--- config.mk ---
export PLATFORM = sky130hd
export DESIGN_NAME = seg7_to_bcd
export DESIGN_NICKNAME = d
export VERILOG_FILES = /design/src/rtl/seg7_pkg.sv /design/src/rtl/seg7_stable_filter.sv /design/src/rtl/seg7_to_bcd.sv
export SDC_FILE = /design/constraint.sdc
export NUM_CORES = 1
export LEC_CHECK = 0
export CORE_UTILIZATION = 53
export CTS_BUF_LIST = sky130_fd_sc_hd__clkbuf_4 sky130_fd_sc_hd__clkbuf_8
export DETAILED_ROUTE_END_ITERATION = 16
export PLACE_DENSITY_LB_ADDON = 0.1
export SETUP_SLACK_MARGIN = 0.5
export SKIP_CTS_REPAIR_TIMING = 1
export SYNTH_ARGS = -nofsm -noshare
export SYNTH_HDL_FRONTEND = slang
export SYNTH_SLANG_ARGS = --single-unit
--- constraint.sdc ---
create_clock -name clk -period 2.15 [get_ports clk]
set_input_delay 0.43 -clock clk [delete_from_list [all_inputs] [get_ports clk]]
set_output_delay 0.43 -clock clk [all_outputs]
set_load 0.05 [all_outputs]
--- src/rtl/seg7_pkg.sv ---
// seg7_pkg: segment pattern constants, FSM state type and the shared
// seven-segment decode function for the seg7_to_bcd block.
// Optional feature macro: SEG7_TO_BCD_HEX_EN (adds A..F decoding).
package seg7_pkg;

    // Segment patterns, active-high, bit6=g ... bit0=a
    localparam logic [6:0] SEG_BLANK = 7'b0000000;
    localparam logic [6:0] SEG_0     = 7'b0111111;
    localparam logic [6:0] SEG_1     = 7'b0000110;
    localparam logic [6:0] SEG_2     = 7'b1011011;
    localparam logic [6:0] SEG_3     = 7'b1001111;
    localparam logic [6:0] SEG_4     = 7'b1100110;
    localparam logic [6:0] SEG_5     = 7'b1101101;
    localparam logic [6:0] SEG_6     = 7'b1111101;
    localparam logic [6:0] SEG_7     = 7'b0000111;
    localparam logic [6:0] SEG_8     = 7'b1111111;
    localparam logic [6:0] SEG_9     = 7'b1101111;
    localparam logic [6:0] SEG_A     = 7'b1110111;
    localparam logic [6:0] SEG_B     = 7'b1111100;
    localparam logic [6:0] SEG_C     = 7'b0111001;
    localparam logic [6:0] SEG_D     = 7'b1011110;
    localparam logic [6:0] SEG_E     = 7'b1111001;
    localparam logic [6:0] SEG_F     = 7'b1110001;

    // Output handshake states
    typedef enum logic [1:0] {
        TRACK = 2'd0,
        EMIT  = 2'd1,
        DONE  = 2'd2
    } state_t;

    typedef struct packed {
        logic [3:0] bcd;
        logic       error;
    } decode_t;

    // Map a segment pattern to its digit; unknown non-blank patterns give F/error.
    function automatic decode_t decode(input logic [6:0] pattern);
        decode_t result;
        result.bcd   = 4'hF;
        result.error = 1'b1;
        case (pattern)
            SEG_BLANK: begin result.bcd = 4'h0; result.error = 1'b0; end
            SEG_0:     begin result.bcd = 4'h0; result.error = 1'b0; end
            SEG_1:     begin result.bcd = 4'h1; result.error = 1'b0; end
            SEG_2:     begin result.bcd = 4'h2; result.error = 1'b0; end
            SEG_3:     begin result.bcd = 4'h3; result.error = 1'b0; end
            SEG_4:     begin result.bcd = 4'h4; result.error = 1'b0; end
            SEG_5:     begin result.bcd = 4'h5; result.error = 1'b0; end
            SEG_6:     begin result.bcd = 4'h6; result.error = 1'b0; end
            SEG_7:     begin result.bcd = 4'h7; result.error = 1'b0; end
            SEG_8:     begin result.bcd = 4'h8; result.error = 1'b0; end
            SEG_9:     begin result.bcd = 4'h9; result.error = 1'b0; end
`ifdef SEG7_TO_BCD_HEX_EN
            SEG_A:     begin result.bcd = 4'hA; result.error = 1'b0; end
            SEG_B:     begin result.bcd = 4'hB; result.error = 1'b0; end
            SEG_C:     begin result.bcd = 4'hC; result.error = 1'b0; end
            SEG_D:     begin result.bcd = 4'hD; result.error = 1'b0; end
            SEG_E:     begin result.bcd = 4'hE; result.error = 1'b0; end
            SEG_F:     begin result.bcd = 4'hF; result.error = 1'b0; end
`endif
            default:   begin result.bcd = 4'hF; result.error = 1'b1; end
        endcase
        return result;
    endfunction

endpackage

--- src/rtl/seg7_stable_filter.sv ---
// seg7_stable_filter: tracks the most recently sampled segment pattern and
// how many consecutive edges it has been seen, saturating at STABLE_CYCLES.
module seg7_stable_filter
    import seg7_pkg::*;
#(
    parameter int unsigned STABLE_CYCLES = 4
) (
    input  logic       clk,
    input  logic       reset,
    input  logic [6:0] leds,
    output logic [6:0] cur,
    output logic       stable
);

    localparam logic [7:0] STABLE_COUNT = 8'(STABLE_CYCLES);

    logic [6:0] r_cur;
    logic [7:0] r_cnt;

    // Restart the count on any change of pattern, otherwise count up to the threshold
    always_ff @(posedge clk or negedge reset) begin
        if (!reset) begin
            r_cur <= SEG_BLANK;
            r_cnt <= 8'd0;
        end else if (leds != r_cur) begin
            r_cur <= leds;
            r_cnt <= 8'd1;
        end else if (r_cnt != STABLE_COUNT) begin
            r_cnt <= r_cnt + 8'd1;
        end
    end

    assign cur    = r_cur;
    assign stable = (r_cnt == STABLE_COUNT);

endmodule

--- src/rtl/seg7_to_bcd.sv ---
// seg7_to_bcd: debounces a seven-segment pattern and emits each newly
// stable digit once over a valid/ready handshake. Blank frames re-arm
// emission so a repeated digit separated by a blank is reported again.
// Optional feature macro: SEG7_TO_BCD_HEX_EN (decode A..F as digits).
module seg7_to_bcd
    import seg7_pkg::*;
#(
    parameter int unsigned STABLE_CYCLES = 4
) (
    input  logic       clk,
    input  logic       reset,
    input  logic [6:0] leds,
    input  logic       ready,
    output logic       valid,
    output logic [3:0] bcd,
    output logic       error
);

    logic [6:0] w_cur;
    logic       w_stable;
    decode_t    w_decoded;

    state_t     r_state;
    logic [6:0] r_lastEmit;
    logic       r_valid;
    logic [3:0] r_bcd;
    logic       r_error;

    seg7_stable_filter #(
        .STABLE_CYCLES (STABLE_CYCLES)
    ) u_filter (
        .clk    (clk),
        .reset  (reset),
        .leds   (leds),
        .cur    (w_cur),
        .stable (w_stable)
    );

    assign w_decoded = decode(w_cur);

    // Handshake FSM: emit new stable patterns, hold until accepted, then wait for a change
    always_ff @(posedge clk or negedge reset) begin
        if (!reset) begin
            r_state    <= TRACK;
            r_lastEmit <= SEG_BLANK;
            r_valid    <= 1'b0;
            r_bcd      <= 4'h0;
            r_error    <= 1'b0;
        end else begin
            unique case (r_state)
                TRACK: begin
                    if (w_stable && (w_cur != SEG_BLANK) && (w_cur != r_lastEmit)) begin
                        r_state    <= EMIT;
                        r_valid    <= 1'b1;
                        r_bcd      <= w_decoded.bcd;
                        r_error    <= w_decoded.error;
                        r_lastEmit <= w_cur;
                    end else if (w_stable && (w_cur == SEG_BLANK)) begin
                        r_lastEmit <= SEG_BLANK;
                    end
                end
                EMIT: begin
                    if (ready) begin
                        r_state <= DONE;
                        r_valid <= 1'b0;
                    end
                end
                DONE: begin
                    if (w_cur != r_lastEmit) begin
                        r_state <= TRACK;
                    end
                end
                default: begin
                    r_state <= TRACK;
                    r_valid <= 1'b0;
                end
            endcase
        end
    end

    assign valid = r_valid;
    assign bcd   = r_bcd;
    assign error = r_error;

endmodule

==> results.ini <==
[status]
status=finished, violations left
violations=design-rule violations

[floorplanning]
start_util_pct=56.6
rows=19
die_h_um=56.8
die_area_sq_mm=0.00322
io-pin-count=16
die_w_um=56.8
core-area_sq_mm=0.00281

[clock_tree]
numCtsBuffers=5
cts.sinks=30
cts_tree=yes
clockRootBuffer=clkbuf_4
cts_buffer_depth=2
htreeDepth=2
clk_pin_slew_ns=0.09
clock_latency_ns=0.32

[routing]
viasPerCell=5.79
antenna_left=0
firstDrtPassIters=10
drt_wl_total_mm=3.25
vias=1233
routedWlPerCell_um=15.2
drtIter0Drc=67
route.detailed.drc=4

[setup_path]
cp.required_ns=2.37
worstPathMaxFanout=3
max_stage_delay_ns=0.40
worstReg2RegStart=u_filter.cur[5]
crit_top_cell=or3_4
critical-path-slowest-cell=or3_4
worst-r2r-cell-count=6
critPathKind=flop to flop
reg2reg_to=r_lastEmit[0]
rrSetupSlack_ns=0.04
start_kind=flop
arrival_ns=2.33
cp_cell_sequence=or3_4 -> or3_4 -> nor3_4 -> and3b_2 -> buf_4 -> a22o_2
end_kind=flop

[sta]
fmax_mhz=474
worst_slew_pin_slew_ns=0.508
timing.final.ws_setup_ns=0.0397
finalSetupViolCount=0
worst_hold_slack_ns=0.492
rsz0062_at_grt=true
hold_viol=0
relSlewSlack_pct=66.1
skew_ns=0.00249
period_needed_ns=2.11
fin_crit_sh_pct=98.2
final.setup.tns_ns=0
drv_slew=0

[synth]
synthCells=154
syn_avg_cell_area_sq_um=10.3
synth_edf_count=0
ys_ff_latch=30
synth.distinct_cells=38
ys_seq_area_share_pct=47.2
ys_async_sr_fraction_pct=100
yosys_warnings=0
syn_nets=166
ys.flop_type=dfrtp_1
synth_area_sq_mm=0.00159

[placement]
dp_slack_ns=0.0651
dp_hpwl_mm=2.11
placed_cell_area_sq_mm=0.00179
io_buffers=15
routabilityCongestion=0.895

[final_layout]
fin_nets=193
layout-drive-gt1-share_pct=28.0
num-fill-cells=206
fin_area_sq_mm=0.00200
area_delta_synth_final_pct=25.7
utilization_pct=71.2
antenna_cells=0

[pwr]
leakagePower_nw=0.983
clockPowerShare_pct=34.6
power_density_mw_per_mm2=521
p_switching_mw=0.251
power_frac_seq_pct=56.0
comb_power_share_pct=9.4
p_int_mw=0.789
swShare_pct=24.1
ir_drop_mv=0.384

[global_routing]
grt_max_degree=31
grt_pass1_vias=1142
grt_pass1_wl_mm=5.16
antenna_found_initial=0
grt_overflow=0
track_usage_pct=21.4

[flow_run]
maxCapViolations=0

[hold_path]
hp-class=input port to async pin

==> per-stage QoR <==
step | instances | power [mW]
3_5_place_dp | 195 | 0.685
2_1_floorplan | 154 | 0.644
4_1_cts | 203 | 1.05
6_report | 213 | 1.04
5_1_grt | 213 | 1.08
3_3_place_gp | 195 | 0.682
==> power by group through the flow <==
stage               Clock [mW]  Sequential, mW  Combinational, mW
floorplan                    0           0.586             0.0576
global placement             0           0.592             0.0895
detailed placement           0           0.593             0.0926
CTS                      0.372           0.582             0.0929
global route             0.391           0.584              0.108
finish                   0.360           0.583             0.0981
==> cells in the final DEF, fill, tap and decap left out, types with 4 or more instances in the layout <==
cell type / Yosys / final
o21ai_0: 5 / 5
xor2_1: 14 / 14
nand3_1: 7 / 7
clkbuf_4: 0 / 6
nor2_1: 11 / 11
dlymetal6s2s_1: 0 / 6
buf_4: 1 / 19
inv_1: 4 / 4
nor3_1: 6 / 5
xnor2_1: 8 / 7
dfrtp_1: 30 / 27
clkdlybuf4s50_1: 0 / 9
nand2_1: 7 / 6
nand4_1: 4 / 4
==> state kept, by name, summed over array words and instances (netlist names) <==
register	cells
u_filter.r_cnt	8
r_lastEmit	7
u_filter.cur	7
bcd	4
r_state	2
error	1
valid	1
==> cell families after synthesis <==
kind of cell             synth area share, %
AND/OR/NAND/NOR                         20.2
flip-flops                              47.2
multiplexers                            3.94
XOR/XNOR                                12.1
AO/OA/AOI/OAI                           9.13
adder cells (fa/ha/maj)                 1.57
buffers and inverters                   5.83
==> routing by layer <==
layer | GRT usage [%] | part of all wire [%] | vias up
met3 | 4.84 | 3.7 | 6
li1 | - | - | 595
met4 | 9.41 | 1.4 | 0
met2 | 31.8 | 46 | 37
met1 | 29.9 | 49 | 595
met5 | 0 | 0 | -
==> final cells by class <==
class                      count  area [sq um]  share of cell area (%)
multi-input combinational    106           817                    40.9
sequential                    30           754                    37.8
timing repair buffer          34           308                    15.4
clock buffer                   7          58.8                    2.94
tap                           31          38.8                    1.94
inverter                       4          15.0                   0.752
clock inverter                 1          5.00                   0.251
==> worst max-delay path: cells and delay by family (launching register included) <==
family	cells	cell delay, ns
AOI/OAI and AO/OA	1	0.24
buffers and inverters	1	0.15
DFF	1	0.38
and+or+nand+nor	4	1.25
==> worst max path at each step <==
stage	to	cells after the start	slack, ns	startpoint
finish	r_lastEmit[0]	6	0.04	u_filter.cur[5]
global route	r_lastEmit[3]	6	-0.02	u_filter.cur[5]
CTS	bcd[1]	7	0.05	u_filter.r_cnt[1]
detailed placement	bcd[1]	7	0.07	u_filter.r_cnt[1]
global placement	bcd[0]	7	0.18	u_filter.r_cnt[1]
floorplan	bcd[3]	7	0.08	u_filter.cur[6]
==> cells in the mapped netlist, types with 3 or more instances <==
cell type | n | area (sq um)
a22o_1 | 3 | 26.3
a22o_2 | 4 | 40.0
clkbuf_1 | 10 | 37.5
dfrtp_1 | 30 | 751
inv_1 | 4 | 15.0
nand2_1 | 7 | 26.3
nand3_1 | 7 | 35.0
nand4_1 | 4 | 25.0
nor2_1 | 11 | 41.3
nor3_1 | 6 | 30.0
nor4_1 | 3 | 18.8
o21ai_0 | 5 | 25.0
o22ai_1 | 3 | 18.8
or3_1 | 3 | 18.8
xnor2_1 | 8 | 70.1
xor2_1 | 14 | 123
Note: power is estimated with default switching activity, not from simulation.
